===== src/rtl/char_glyph_pkg.sv =====
// Shared constants and types for the character glyph read sequencer.
// A glyph is a 4 wide x 5 tall bitmap. Bit index y*4+x holds pixel (x,y).
package char_glyph_pkg;

  localparam int GLYPH_W    = 4;
  localparam int GLYPH_H    = 5;
  localparam int GLYPH_BITS = GLYPH_W * GLYPH_H;
  localparam int NUM_CHARS  = 36;

  // Glyph ordering in the array: letters A-Z first, then digits 0-9
  localparam int IDX_A = 0;
  localparam int IDX_0 = 26;

  // Width of a pixel position index (0..GLYPH_BITS-1)
  localparam int POS_W = $clog2(GLYPH_BITS);

  typedef enum logic [1:0] {
    IDLE,
    FETCH,
    DRAIN,
    HOLD
  } state_e;

endpackage


===== src/rtl/char_scan_counter.sv =====
// Walks the shared memory address over every pixel of a glyph, x fastest.
// The position index doubles as the memory address because the glyph is
// 4 columns wide: pos[1:0] is the column and pos[4:2] the row. While idle
// the address sits at (0,0).
module char_scan_counter
  import char_glyph_pkg::*;
(
  input  logic             clock,
  input  logic             rst,
  input  logic             start_i,
  output logic             busy_o,
  output logic             done_o,
  output logic [POS_W-1:0] pos_o,
  output logic [1:0]       mem_x_o,
  output logic [2:0]       mem_y_o
);

  localparam logic [POS_W-1:0] LAST_POS = POS_W'(GLYPH_BITS - 1);

  logic             run_q, run_d;
  logic [POS_W-1:0] pos_q, pos_d;

  // Next position: start restarts at 0, the last position returns to idle
  always_comb begin
    run_d = run_q;
    pos_d = pos_q;
    if (start_i) begin
      run_d = 1'b1;
      pos_d = '0;
    end else if (run_q) begin
      if (pos_q == LAST_POS) begin
        run_d = 1'b0;
        pos_d = '0;
      end else begin
        pos_d = pos_q + POS_W'(1);
      end
    end
  end

  // Position register, cleared by reset so an aborted scan leaves no trace
  always_ff @(posedge clock) begin
    if (rst) begin
      run_q <= 1'b0;
      pos_q <= '0;
    end else begin
      run_q <= run_d;
      pos_q <= pos_d;
    end
  end

  assign busy_o  = run_q;
  assign done_o  = run_q && (pos_q == LAST_POS);
  assign pos_o   = pos_q;
  assign mem_x_o = pos_q[1:0];
  assign mem_y_o = pos_q[4:2];

endmodule


===== src/rtl/char_glyph_reader.sv =====
// Read-side sequencer for the glyph memory array. Takes a character index,
// scans all 20 pixel addresses, collects the selected glyph's bits and hands
// the bitmap to the text renderer.
// Optional one-entry glyph cache enabled by defining GLYPH_CACHE_EN.
module char_glyph_reader
  import char_glyph_pkg::state_e, char_glyph_pkg::IDLE, char_glyph_pkg::FETCH,
         char_glyph_pkg::DRAIN, char_glyph_pkg::HOLD,
         char_glyph_pkg::GLYPH_BITS, char_glyph_pkg::POS_W;
#(
  parameter int RD_LAT    = 0,
  parameter int NUM_CHARS = char_glyph_pkg::NUM_CHARS
) (
  input  logic                  clock,
  input  logic                  rst,
  input  logic                  req_valid,
  output logic                  req_ready,
  input  logic [5:0]            req_char,
  output logic                  glyph_valid,
  input  logic                  glyph_ready,
  output logic [GLYPH_BITS-1:0] glyph_bits,
  output logic                  glyph_err,
  input  logic                  cache_inv,
  output logic [1:0]            mem_x,
  output logic [2:0]            mem_y,
  output logic                  mem_write,
  input  logic [NUM_CHARS-1:0]  mem_data
);

  localparam logic [1:0] DRAIN_LAST = 2'((RD_LAT > 0) ? (RD_LAT - 1) : 0);

  state_e                state_q, state_d;
  logic [5:0]            char_q;
  logic [GLYPH_BITS-1:0] glyphBits_q;
  logic                  glyphErr_q;
  logic                  launch_q, launch_d;
  logic [1:0]            drainCnt_q;

  logic                  accept;
  logic                  reqInRange;
  logic                  cacheHit;
  logic [GLYPH_BITS-1:0] cacheBits;
  logic                  scanBusy;
  logic                  scanDone;
  logic [POS_W-1:0]      scanPos;
  logic                  sampVld;
  logic [POS_W-1:0]      sampPos;

  assign reqInRange = {26'd0, req_char} < 32'(NUM_CHARS);
  assign accept     = (state_q == IDLE) && req_valid;

  // The first FETCH cycle only launches the scan; the counter starts one
  // edge later so the glyph is ready exactly 21+RD_LAT edges after accept.
  char_scan_counter u_scan (
    .clock   (clock),
    .rst     (rst),
    .start_i (launch_q),
    .busy_o  (scanBusy),
    .done_o  (scanDone),
    .pos_o   (scanPos),
    .mem_x_o (mem_x),
    .mem_y_o (mem_y)
  );

  // Carry each issued position alongside the read latency so returning
  // data is written into the bit it was addressed for.
  generate
    if (RD_LAT == 0) begin : gNoLat
      assign sampVld = scanBusy;
      assign sampPos = scanPos;
    end else begin : gLat
      logic [RD_LAT-1:0] tagVld_q;
      logic [POS_W-1:0]  tagPos_q [RD_LAT];

      // Position tag delay line matching the memory read latency
      always_ff @(posedge clock) begin
        if (rst) begin
          tagVld_q <= '0;
          for (int i = 0; i < RD_LAT; i++) tagPos_q[i] <= '0;
        end else begin
          tagVld_q[0] <= scanBusy;
          tagPos_q[0] <= scanPos;
          for (int i = 1; i < RD_LAT; i++) begin
            tagVld_q[i] <= tagVld_q[i-1];
            tagPos_q[i] <= tagPos_q[i-1];
          end
        end
      end

      assign sampVld = tagVld_q[RD_LAT-1];
      assign sampPos = tagPos_q[RD_LAT-1];
    end
  endgenerate

`ifdef GLYPH_CACHE_EN
  logic                  cacheVld_q;
  logic [5:0]            cacheTag_q;
  logic [GLYPH_BITS-1:0] cacheBits_q;
  logic                  fillPend_q;

  assign cacheHit  = cacheVld_q && !cache_inv && (cacheTag_q == req_char);
  assign cacheBits = cacheBits_q;

  // Fill from a completed scan unless an invalidate arrived while it ran
  always_ff @(posedge clock) begin
    if (rst) begin
      cacheVld_q  <= 1'b0;
      cacheTag_q  <= '0;
      cacheBits_q <= '0;
      fillPend_q  <= 1'b0;
    end else begin
      if (launch_d)
        fillPend_q <= 1'b1;
      else if (cache_inv || (state_q == HOLD))
        fillPend_q <= 1'b0;

      if (cache_inv) begin
        cacheVld_q <= 1'b0;
      end else if ((state_q == HOLD) && fillPend_q) begin
        cacheVld_q  <= 1'b1;
        cacheTag_q  <= char_q;
        cacheBits_q <= glyphBits_q;
      end
    end
  end
`else
  logic unusedCacheInv;

  assign cacheHit       = 1'b0;
  assign cacheBits      = '0;
  assign unusedCacheInv = cache_inv;
`endif

  // Next-state logic for the request/scan/present sequence
  always_comb begin
    state_d  = state_q;
    launch_d = 1'b0;
    unique case (state_q)
      IDLE: begin
        if (req_valid) begin
          if (!reqInRange || cacheHit) begin
            state_d = HOLD;
          end else begin
            state_d  = FETCH;
            launch_d = 1'b1;
          end
        end
      end
      FETCH: begin
        if (scanDone) state_d = (RD_LAT > 0) ? DRAIN : HOLD;
      end
      DRAIN: begin
        if (drainCnt_q == DRAIN_LAST) state_d = HOLD;
      end
      HOLD: begin
        if (glyph_ready) state_d = IDLE;
      end
      default: state_d = IDLE;
    endcase
  end

  // State register
  always_ff @(posedge clock) begin
    if (rst) begin
      state_q  <= IDLE;
      launch_q <= 1'b0;
    end else begin
      state_q  <= state_d;
      launch_q <= launch_d;
    end
  end

  // Request latch, trailing-read counter and bitmap assembly
  always_ff @(posedge clock) begin
    if (rst) begin
      char_q      <= '0;
      glyphBits_q <= '0;
      glyphErr_q  <= 1'b0;
      drainCnt_q  <= '0;
    end else begin
      drainCnt_q <= (state_q == DRAIN) ? (drainCnt_q + 2'd1) : 2'd0;
      if (accept) begin
        char_q <= req_char;
        if (!reqInRange) begin
          glyphBits_q <= '0;
          glyphErr_q  <= 1'b1;
        end else if (cacheHit) begin
          glyphBits_q <= cacheBits;
          glyphErr_q  <= 1'b0;
        end else begin
          glyphBits_q <= '0;
          glyphErr_q  <= 1'b0;
        end
      end else if (sampVld) begin
        glyphBits_q[sampPos] <= mem_data[char_q];
      end
    end
  end

  assign req_ready   = (state_q == IDLE);
  assign glyph_valid = (state_q == HOLD);
  assign glyph_bits  = glyphBits_q;
  assign glyph_err   = glyphErr_q;
  assign mem_write   = 1'b0;

endmodule


===== config.mk =====
export PLATFORM = sky130hd
export DESIGN_NAME = char_glyph_reader
export DESIGN_NICKNAME = d
export VERILOG_FILES = /design/src/rtl/char_glyph_pkg.sv /design/src/rtl/char_scan_counter.sv /design/src/rtl/char_glyph_reader.sv
export SDC_FILE = /design/constraint.sdc
export NUM_CORES = 1
export LEC_CHECK = 0
export ABC_AREA = 1
export CAP_MARGIN = 20
export CELL_PAD_IN_SITES_DETAIL_PLACEMENT = 2
export CELL_PAD_IN_SITES_GLOBAL_PLACEMENT = 2
export CORE_MARGIN = 2
export CORE_UTILIZATION = 24
export DETAILED_ROUTE_END_ITERATION = 8
export PLACE_DENSITY = 0.83
export SLEW_MARGIN = 0
export SYNTH_ARGS = -nofsm -noshare
export SYNTH_HDL_FRONTEND = slang
export SYNTH_HIERARCHICAL = 1
export SYNTH_SLANG_ARGS = --single-unit

===== constraint.sdc =====
create_clock -name clock -period 2 [get_ports clock]
set_input_delay 0.2 -clock clock [delete_from_list [all_inputs] [get_ports clock]]
set_output_delay 0.2 -clock clock [all_outputs]
set_load 0.05 [all_outputs]

# ---- Word-level counts from Yosys, hierarchy flattened
# Cells that the tools add are included.
dict set report totals {
  input_bits 47
  register_bits 38
  word_cells 52
}
dict set report classes {
  bitwise_logic 3
  add_sub_neg 2
  n_eq_ne 8
  n_reduce_logical 10
  magnitude_cmp 4
  n_mux 17
}
# op count
set ops {}
lappend ops {{20-bit bitwise mux} 1}
lappend ops {{2-bit 2-to-1 mux} 5}
lappend ops {{2-bit one-hot mux with 4 select lines} 1}
lappend ops {{6-bit by 7-bit < comparator with 1-bit output, second input constant} 1}
lappend ops {{1-bit 2-to-1 mux} 7}
lappend ops {{1-bit binary-select mux with 6-bit select} 1}
lappend ops {{5-bit by 6-bit < comparator with 1-bit output, second input constant} 1}
lappend ops {{6-bit < comparator, second input constant} 1}
lappend ops {{2-bit inequality test, second input constant} 3}
lappend ops {{2-bit OR reduction} 3}
lappend ops {{5-bit by 1-bit adder with 5-bit output, second input constant} 1}
lappend ops {{1-bit demux with 5-bit select} 1}
lappend ops {{5-bit equality test, second input constant} 1}
lappend ops {{5-bit by 1-bit >= comparator with 1-bit output, second input constant} 1}
lappend ops {{5-bit 2-to-1 mux} 1}
lappend ops {{2-bit equality test, second input constant} 2}
lappend ops {{2-bit zero test} 2}
lappend ops {{4-bit AND reduction} 1}
lappend ops {{1-bit logical AND} 3}
lappend ops {{1-bit inverter} 3}
lappend ops {{3-bit OR reduction} 1}
lappend ops {{2-bit by 1-bit adder with 2-bit output, second input constant} 1}
lappend ops {{2-bit by 1-bit equality test with 1-bit output, second input constant} 1}
lappend ops {{2-bit by 1-bit inequality test with 1-bit output, second input constant} 1}

# ---- Logic depth before layout (Yosys ltp)
# Gate-level depths: netlist of the first run.
dict set report logic_depth {
  word_depth 5
  ltp_mapped 13
  ltp_nobuf 11
}

# ---- By module
# Netlist of the first run, hierarchy kept.
# mod area_each_um2 cells_each instances seq_area_each_um2
set modules_own_cells {}
lappend modules_own_cells {char_glyph_reader 2069.5 332 1 640.6}
lappend modules_own_cells {char_scan_counter 324.1 50 1 120.1}

# ---- Least setup slack after synthesis of the first run
# Ideal clock, no wire load.
dict set report synth_path {
  path_kind {register -> register}
  from {register state_q[0]}
  to {register glyphBits_q[0] (netlist: glyph_bits[0])}
  setup_time_ns 0.109
  n_path_buf 1
  t_arrival_ns 1.769
  path_stages_with_launch 9
  required_time_ns 1.891
  path_slack_ns 0.122
  path_cell_list {dfxtp_1 > inv_1 > ha_1 > nand2_1 > nand2_1 > dlygate4sd1_1 > nor2_1 > nand2_1 > inv_1}
}
dict set report synth_via {
  elab_chain_len 3
}
# item line_no
set synth_rtl {}
lappend synth_rtl {{from (decl)} char_glyph_reader.sv:31} ;# state_e state_q, state_d;
lappend synth_rtl {{from (signal assigned)} char_glyph_reader.sv:167} ;# state_q <= state_d;
lappend synth_rtl {{2-bit zero test} -}
lappend synth_rtl {{net req_ready} char_glyph_reader.sv:16} ;# output logic req_ready,
lappend synth_rtl {{1-bit logical AND} char_glyph_reader.sv:49} ;# assign accept = (state_q == IDLE) && req_valid;
lappend synth_rtl {{2-bit OR reduction (no line)} -}
lappend synth_rtl {{to (signal assigned)} char_glyph_reader.sv:187} ;# glyphBits_q <= cacheBits;
lappend synth_rtl {{to (signal, indexed assignment)} char_glyph_reader.sv:194} ;# glyphBits_q[sampPos] <= mem_data[char_q];
lappend synth_rtl {{to (decl)} char_glyph_reader.sv:33} ;# logic [GLYPH_BITS-1:0] glyphBits_q;
# The timed path passes the listed nets, and every way through them passes these cells.
# A chain may end at the register's enable or synchronous reset.

# ---- Worst setup path after layout of the first run
dict set report layout_path {
  from {register state_q[1]}
  to {output port glyph_valid}
}
dict set report layout_via {
  elab_chain_len 1
}
# item line_no
set layout_rtl {}
lappend layout_rtl {{2-bit equality test} char_glyph_reader.sv:200} ;# assign glyph_valid = (state_q == HOLD);
lappend layout_rtl {{to (decl)} char_glyph_reader.sv:18} ;# output logic glyph_valid,
# Every way passes these cells.

==> out/qor.csv, run 1 <==
metric,value,unit
vias,2549,
fin_skew,0.01041,ns
slew_viol_final,0,
worstHoldStart,drainCnt_q[0],
powerDensity,780.7,nW/µm²
drt_first_pass_iters,4,
synth_top_family_by_area,simple AND/OR/NAND/NOR gates,
grt_pass1_vias,2849,
cts-buffers-inserted,5,
slew_headroom,0.6432,
leakagePower,1.473,nW
start_util,0.2460,
synth_fp_nets,435,
dpl.cell_count,578,
whs_path_depth,1,
synthAdderAreaFrac,0.03136,
synth_compound_area_frac,0.05907,
core_area,9729,µm²
drtIter0Drc,76,
num_antenna_cells,0,
cp_num_buf_inv,1,
cts_tree,yes,
drv_cap,0,
ctsResizeCount,0,
worstRegToRegCells,12,
wl,8010,µm
synth_xor_area_frac,0,
worst_setup_path_end_kind,primary output,
die_w,103.9,µm
synth_cell_types,22,
reg2reg_slack,0.33,ns
final.setup.tns,0,ns
insertion_delay,0.29,ns
min_period,1.922,ns
die_area,10790,µm²
fp.dieH,103.9,µm
hpwl,6237,µm
cts_sinks,38,
cts_setup_buffers,0,
clock_path_buffers,2,
syn_area_per_cell,6.266,µm²
status,finished clean,
rsz0062_at_grt,no,
ys_seq_area_frac,0.3178,
worst_slack,0.07821,ns
grt_max_degree,26,
hold_path.class,reg -> reg,
required,1.80,ns
nNetsFinal,505,
max_freq,520.3,MHz
slowest_delay,0.82,ns
hold_buffers,0,
setup.worst_path.start_class,flop,
io_buffer_count,73,
grtUsageTotal,0.1564,
grt_antenna_before_repair,0,
finalNonFillerCells,586,
cp_cell_sequence,ha_1 -> clkdlybuf4s50_1,
worstPathMaxFanout,4,
holdPathEnd,drainCnt_q[0],
globalplace.congestion,0.7267,
netlist_instances,382,
syn_to_final_growth,39.52,%
crit_family,buffers and inverters,
overflow,0,
io_pins,76,
cts_root_buf,clkbuf_8,
ys_ff_latch,38,
cts-htree-levels,2,
r2r_end,glyph_bits[6],
setup_violations,0,
arrival,1.72,ns
ys_warn_count,6,
hold_viol,0,
synth-simple-area-share,0.3994,
worstMarginPinSlew,0.5336,ns
fin_util,0.3432,
detail_route.vias_per_cell,4.350,
cp_slowest_cell,clkdlybuf4s50_1,
clk_pin_slew,0.08,ns
routedWlPerCell,13.67,µm
rows,36,
period_share,0.9609,
vdd_drop_max,0.0004192,V
drive_above_1_share,0.07064,
synth_mux_area_frac,0,
ant_nets,0,
grt_pass1_wl,13790,µm
r2r_start,char_q[0],
netlist_area,2394,µm²
critPathKind,reg -> out,
drcViolationCount,0,
pre_cts_ws,0.1776,ns
registers in the layout, indices dropped and copies added (netlist names):
register and count:
char_q 6, drainCnt_q 2, glyph_bits 20, glyph_err 1, launch_q 1, state_q 2
u_scan/busy_o 1, u_scan/pos_o 5
layout make-up:
class,count,area (µm²)
Clock buffer,6,82.58
Clock inverter,2,60.06
Fill cell,1180,6390
Inverter,77,289.0
Multi-Input combinational cell,251,1181
Sequential cell,38,762.0
Tap cell,133,166.4
Timing Repair Buffer,79,798.3
logic make-up after synthesis:
logic type | Yosys count
compound gates | 26
fa+ha+maj | 6
buf+inv | 93
other cells | 1
simple gates | 218
flops | 38
Yosys cell counts (all sizes together):
| library cell | n | area share |
|---|---|---|
| conb | 1 | 0.0016 |
| a31oi | 2 | 0.0052 |
| nand3 | 44 | 0.12 |
| ha | 6 | 0.031 |
| nand2 | 81 | 0.13 |
| a21oi | 7 | 0.015 |
| inv | 77 | 0.12 |
| buf | 12 | 0.049 |
| o22ai | 7 | 0.018 |
| and3 | 1 | 0.0026 |
| dfxtp | 38 | 0.32 |
| nand4 | 1 | 0.0026 |
| clkbuf | 3 | 0.017 |
| nor2 | 81 | 0.13 |
| dlygate4sd1 | 1 | 0.0037 |
| o21ai | 10 | 0.021 |
| nor3 | 10 | 0.021 |
per-stage QoR:
stage | total power [mW] | hold WS (ns) | area, µm²
floorplan | 1.537 | 0.2691 | 2394
global placement | 1.783 | 0.4088 | 3191
detailed placement | 1.812 | 0.4156 | 3191
CTS | 2.650 | 0.4284 | 3333
global route | 2.777 | 0.4676 | 3339
finish | 2.607 | 0.4270 | 3339
where the power goes:
part           internal, mW  total (mW)  switching, mW
clock network         0.532       0.817          0.285
registers             0.814       0.873         0.0591
logic                 0.346       0.917          0.571
total                  1.69        2.61          0.914
worst max-delay path by stage:
stage	slack [ns]	from	to	depth (start not counted)
final	0.08	state_q[1]	glyph_valid	2
after global routing	0.02	state_q[1]	glyph_valid	2
after CTS	0.06	state_q[1]	glyph_valid	2
after detailed placement	0.18	u_scan/pos_o[1]	state_q[1]	9
after global placement	0.27	u_scan/pos_o[1]	state_q[1]	9
after floorplan	0.12	state_q[0]	glyph_bits[0]	8
cell usage in the layout, fill, tap and decap left out, types with 2 or more instances in the layout:
cell             count
a31oi_1              2
nor2_1              81
clkbuf_8             6
clkdlybuf4s50_1     72
bufinv_16            2
ha_1                 6
buf_4                5
o21ai_0              8
o21ai_1              2
inv_2                2
o22ai_1              7
inv_1               75
a21oi_1              7
nand3_2             13
nand2_1             81
nor3_1               9
nand3_1             31
dfxtp_1             37
buf_12               2
worst register-to-register path: cells and delay by family, from the launching register on:
kind,cells,cell delay [ns]
buf+inv,3,0.47
compound gates,1,0.09
flops,1,0.35
simple gates,8,0.69
routing by layer:
metal  up-vias  part of all wire  track usage
met5         -                 0            0
met1      1224              0.43       0.1816
met2        33              0.53       0.2975
met4         0             0.012      0.04054
met3         5             0.023      0.02318
li1       1287                 -            -
Note: power is estimated with default switching activity, not from simulation.
==> run 2, diff against run 1 <==
--- a/config.mk
+++ b/config.mk
@@ -18,3 +18,4 @@
 export SYNTH_HDL_FRONTEND = slang
 export SYNTH_HIERARCHICAL = 1
 export SYNTH_SLANG_ARGS = --single-unit
+export TNS_END_PERCENT = 100
==> results of run 2 <==
Final layout, timing and power as in run 1 (identical DEF).
==> run 3, diff against run 2 <==
--- a/config.mk
+++ b/config.mk
@@ -12,10 +12,9 @@
 export CORE_MARGIN = 2
 export CORE_UTILIZATION = 24
 export DETAILED_ROUTE_END_ITERATION = 8
-export PLACE_DENSITY = 0.83
+export PLACE_DENSITY = 0.81
 export SLEW_MARGIN = 0
 export SYNTH_ARGS = -nofsm -noshare
 export SYNTH_HDL_FRONTEND = slang
-export SYNTH_HIERARCHICAL = 1
 export SYNTH_SLANG_ARGS = --single-unit
 export TNS_END_PERCENT = 100
==> run 3 against run 2 <==
Against the previous run:
- global-route usage is 0.56 points lower
- routed wire length down 4.5%
- count of clock-buffer cells in the layout did not move
- synthesized cell count is 8.4% lower
- die area is 1.2% lower
- area after synthesis down 1.2%
- total power fell by 9.6%
- critical path type unchanged
- critical endpoint is now mem_y[2]
==> out/qor.csv, run 3 <==
metric,value,unit,change
switching_share,0.3868,,was 0.3507
p_sw,912.1,µW,was 914.4 µW
seq_power_share,0.367,,was 0.335
worstRegToRegCells,8,,was 12
worst_setup_path_end_kind,primary output,,unchanged
slowest_delay,0.89,ns,was 0.82 ns
p_comb_frac,0.389,,was 0.352
max_freq,535.6,MHz,was 520.3 MHz
p_clk_frac,0.244,,was 0.313
final_cell_mix,"72 x clkdlybuf4s50_1, 71 x nand2_1, 68 x inv_1",,"was 81 x nor2_1, 81 x nand2_1, 75 x inv_1"
synth_cell_types,26,,was 22
n_fill_cell,1151,,was 1180
critPathKind,reg -> out,,unchanged
ys_warn_count,0,,was 6
r2r_start,u_scan.pos_o[1],,was char_q[0]
netlist_instances,350,,was 382
rsz0062_at_grt,no,,unchanged
power,2.358,mW,was 2.607 mW
nNetsFinal,481,,was 505
core_area,9684,µm²,was 9729 µm²
io_pins,76,,unchanged
setup.worst_path.start_class,flop,,unchanged
period_share,0.9336,,was 0.9609
cts-htree-levels,2,,unchanged
r2r_end,state_q[1],,was glyph_bits[6]
synth-edff-count,0,,unchanged
detail_route.vias_per_cell,4.436,,was 4.350
grt_pass1_wl,12730,µm,was 13790 µm
syn_area_per_cell,6.756,µm²,was 6.266 µm²
leakagePower,1.455,nW,was 1.473 nW
fin_skew,0.01043,ns,was 0.01041 ns
arrival,1.67,ns,was 1.72 ns
drcViolationCount,0,,unchanged
synth_common_cells,"71 x nand2_1, 68 x inv_1, 57 x nor2_1, 38 x dfxtp_1, 22 x nand3_2",,"was 81 x nand2_1, 81 x nor2_1, 75 x inv_1, 38 x dfxtp_1, 31 x nand3_1"
rows,36,,unchanged
die_w,103.3,µm,was 103.9 µm
powerDensity,706.4,nW/µm²,was 780.7 nW/µm²
worstHoldStart,drainCnt_q[0],,unchanged
required,1.80,ns,about the same
holdPathEnd,drainCnt_q[0],,unchanged
hpwl,6065,µm,was 6237 µm
synthArstFlopShare,0,,unchanged
ys_top_cells_by_area,"dfxtp_1 32%, nand2_1 11%, inv_1 11%",,"was dfxtp_1 32%, nand2_1 13%, nor2_1 13%"
worstPathMaxFanout,7,,was 4
worstMarginPinSlew,0.5517,ns,was 0.5336 ns
drv_cap,0,,unchanged
hold_path.class,reg -> reg,,unchanged
ys_seq_area_frac,0.3217,,was 0.3178
largest_register_ffs,20,,unchanged
reg2reg_slack,0.24,ns,was 0.33 ns
hold_viol,0,,unchanged
cts_sinks,38,,unchanged
whs_path_depth,1,,unchanged
slew_viol_final,0,,unchanged
clock_path_buffers,2,,unchanged
netlist.area_leader.share,0.3217,,was 0.3178
cts_tree,yes,,unchanged
multiInputGateArea,1246,µm²,was 1181 µm²
ant_nets,0,,unchanged
overflow,0,,unchanged
status,finished clean,,unchanged
final_common_cell,clkdlybuf4s50_1,,
drtIter0Drc,39,,was 76
grt_max_degree,26,,unchanged
setup_violations,0,,unchanged
start_util,0.2442,,was 0.2460
globalplace.congestion,0.6936,,was 0.7267
syn_to_final_growth,41.16,%,was 39.52%
final.setup.tns,0,ns,unchanged
slew_headroom,0.6310,,was 0.6432
p_int,1.446,mW,was 1.693 mW
clk_pin_slew,0.08,ns,about the same
vdd_drop_max,0.0002932,V,was 0.0004192 V
cts-buffers-inserted,5,,unchanged
grtUsageTotal,0.1509,,was 0.1564
fp.dieH,103.3,µm,was 103.9 µm
synth.most_common_cell,nand2_1,,
cp_cell_sequence,clkdlybuf4s50_1,,was ha_1 -> clkdlybuf4s50_1
drive_above_1_share,0.1244,,was 0.07064
vias,2480,,was 2549
cts_root_buf,clkbuf_8,,unchanged
crit_cells,1,,was 2
routedWlPerCell,13.69,µm,was 13.67 µm
die_area,10660,µm²,was 10790 µm²
synth_fp_nets,406,,was 435
grt_antenna_before_repair,0,,unchanged
netlist_area,2365,µm²,was 2394 µm²
wl,7650,µm,was 8010 µm
min_period,1.867,ns,was 1.922 ns
crit_family,buffers and inverters,,unchanged
synth_flop_cell,dfxtp_1,,unchanged
ys_ff_latch,38,,unchanged
insertion_delay,0.30,ns,was 0.29 ns
num_antenna_cells,0,,unchanged
cp_slowest_cell,clkdlybuf4s50_1,,unchanged
io_buffer_count,73,,unchanged
hold_buffers,0,,unchanged
cp_num_buf_inv,1,,unchanged
yosys.area.top_type,dfxtp_1,,unchanged
ff_latch_area,762.0,µm²,unchanged
grt_pass1_vias,2679,,was 2849
drt_first_pass_iters,3,,was 4
==> run 3: worst max-delay path by stage <==
stage               slack, ns            start         endpoint
floorplan                 0.1  u_scan.pos_o[0]       state_q[1]
global placement         0.27  u_scan.pos_o[0]  u_scan.pos_o[4]
detailed placement       0.13  u_scan.pos_o[0]  u_scan.pos_o[4]
CTS                       0.1  u_scan.pos_o[0]  u_scan.pos_o[4]
global route            0.004  u_scan.pos_o[1]       state_q[1]
finish                   0.13  u_scan.pos_o[4]         mem_y[2]
==> run 3: layer usage <==
layer  GRT usage  share of wire  routed length, µm
met3     0.02554          0.031                234
met2      0.2967           0.53               4071
met4     0.02126         0.0058                 44
met5           0              0                  0
met1      0.1730           0.43               3300
==> run 3: what timing repair did <==
item	CTS	global route
setup buffers	0	0
hold endpoints to repair	0	0
gates resized for setup	0	2
setup endpoints to repair	0	4
==> run 3: area by class of cell <==
class | instances | area share
clock buffers | 6 | 0.02474
clock inverters | 2 | 0.003748
inverters | 70 | 0.07871
multi-input cells | 230 | 0.3733
flip-flops and latches | 38 | 0.2283
well taps | 133 | 0.04985
repair buffers | 80 | 0.2414
==> run 3: cells by family (layout without fill, tap and decap cells) <==
group	Yosys count	in the layout	share of synthesized area
AOI/OAI and AO/OA	39	39	0.1101
xor gates and xnor gates	1	1	0.003704
adders and majority gates	9	9	0.04762
buffers and inverters	82	158	0.1534
DFF	38	38	0.3217
other	1	1	0.001586
and+or+nand+nor	180	180	0.3619
==> run 3: power by group through the flow <==
| stage | clock [mW] | sequential (mW) | combinational (mW) |
|---|---|---|---|
| final | 0.575 | 0.865 | 0.918 |
| after global routing | 0.621 | 0.875 | 1.02 |
| after CTS | 0.597 | 0.866 | 0.941 |
| after detailed placement | 0 | 0.884 | 0.934 |
| after global placement | 0 | 0.878 | 0.910 |
| after floorplan | 0 | 0.887 | 0.637 |
==> run 3: per-stage QoR <==
step / util / std cells / cell area [µm²] / setup WS [ns] / hold WS, ns
2_1_floorplan: - / 350 / 2365 / 0.09501 / 0.2724
3_3_place_gp: 0.3342 / 551 / 3237 / 0.2713 / 0.4067
3_5_place_dp: 0.3342 / 551 / 3237 / 0.1349 / 0.4170
4_1_cts: 0.3441 / 559 / 3332 / 0.09905 / 0.4295
5_1_grt: 0.3447 / 559 / 3338 / 0.004191 / 0.4514
6_report: 0.3447 / 559 / 3338 / 0.1328 / 0.4272
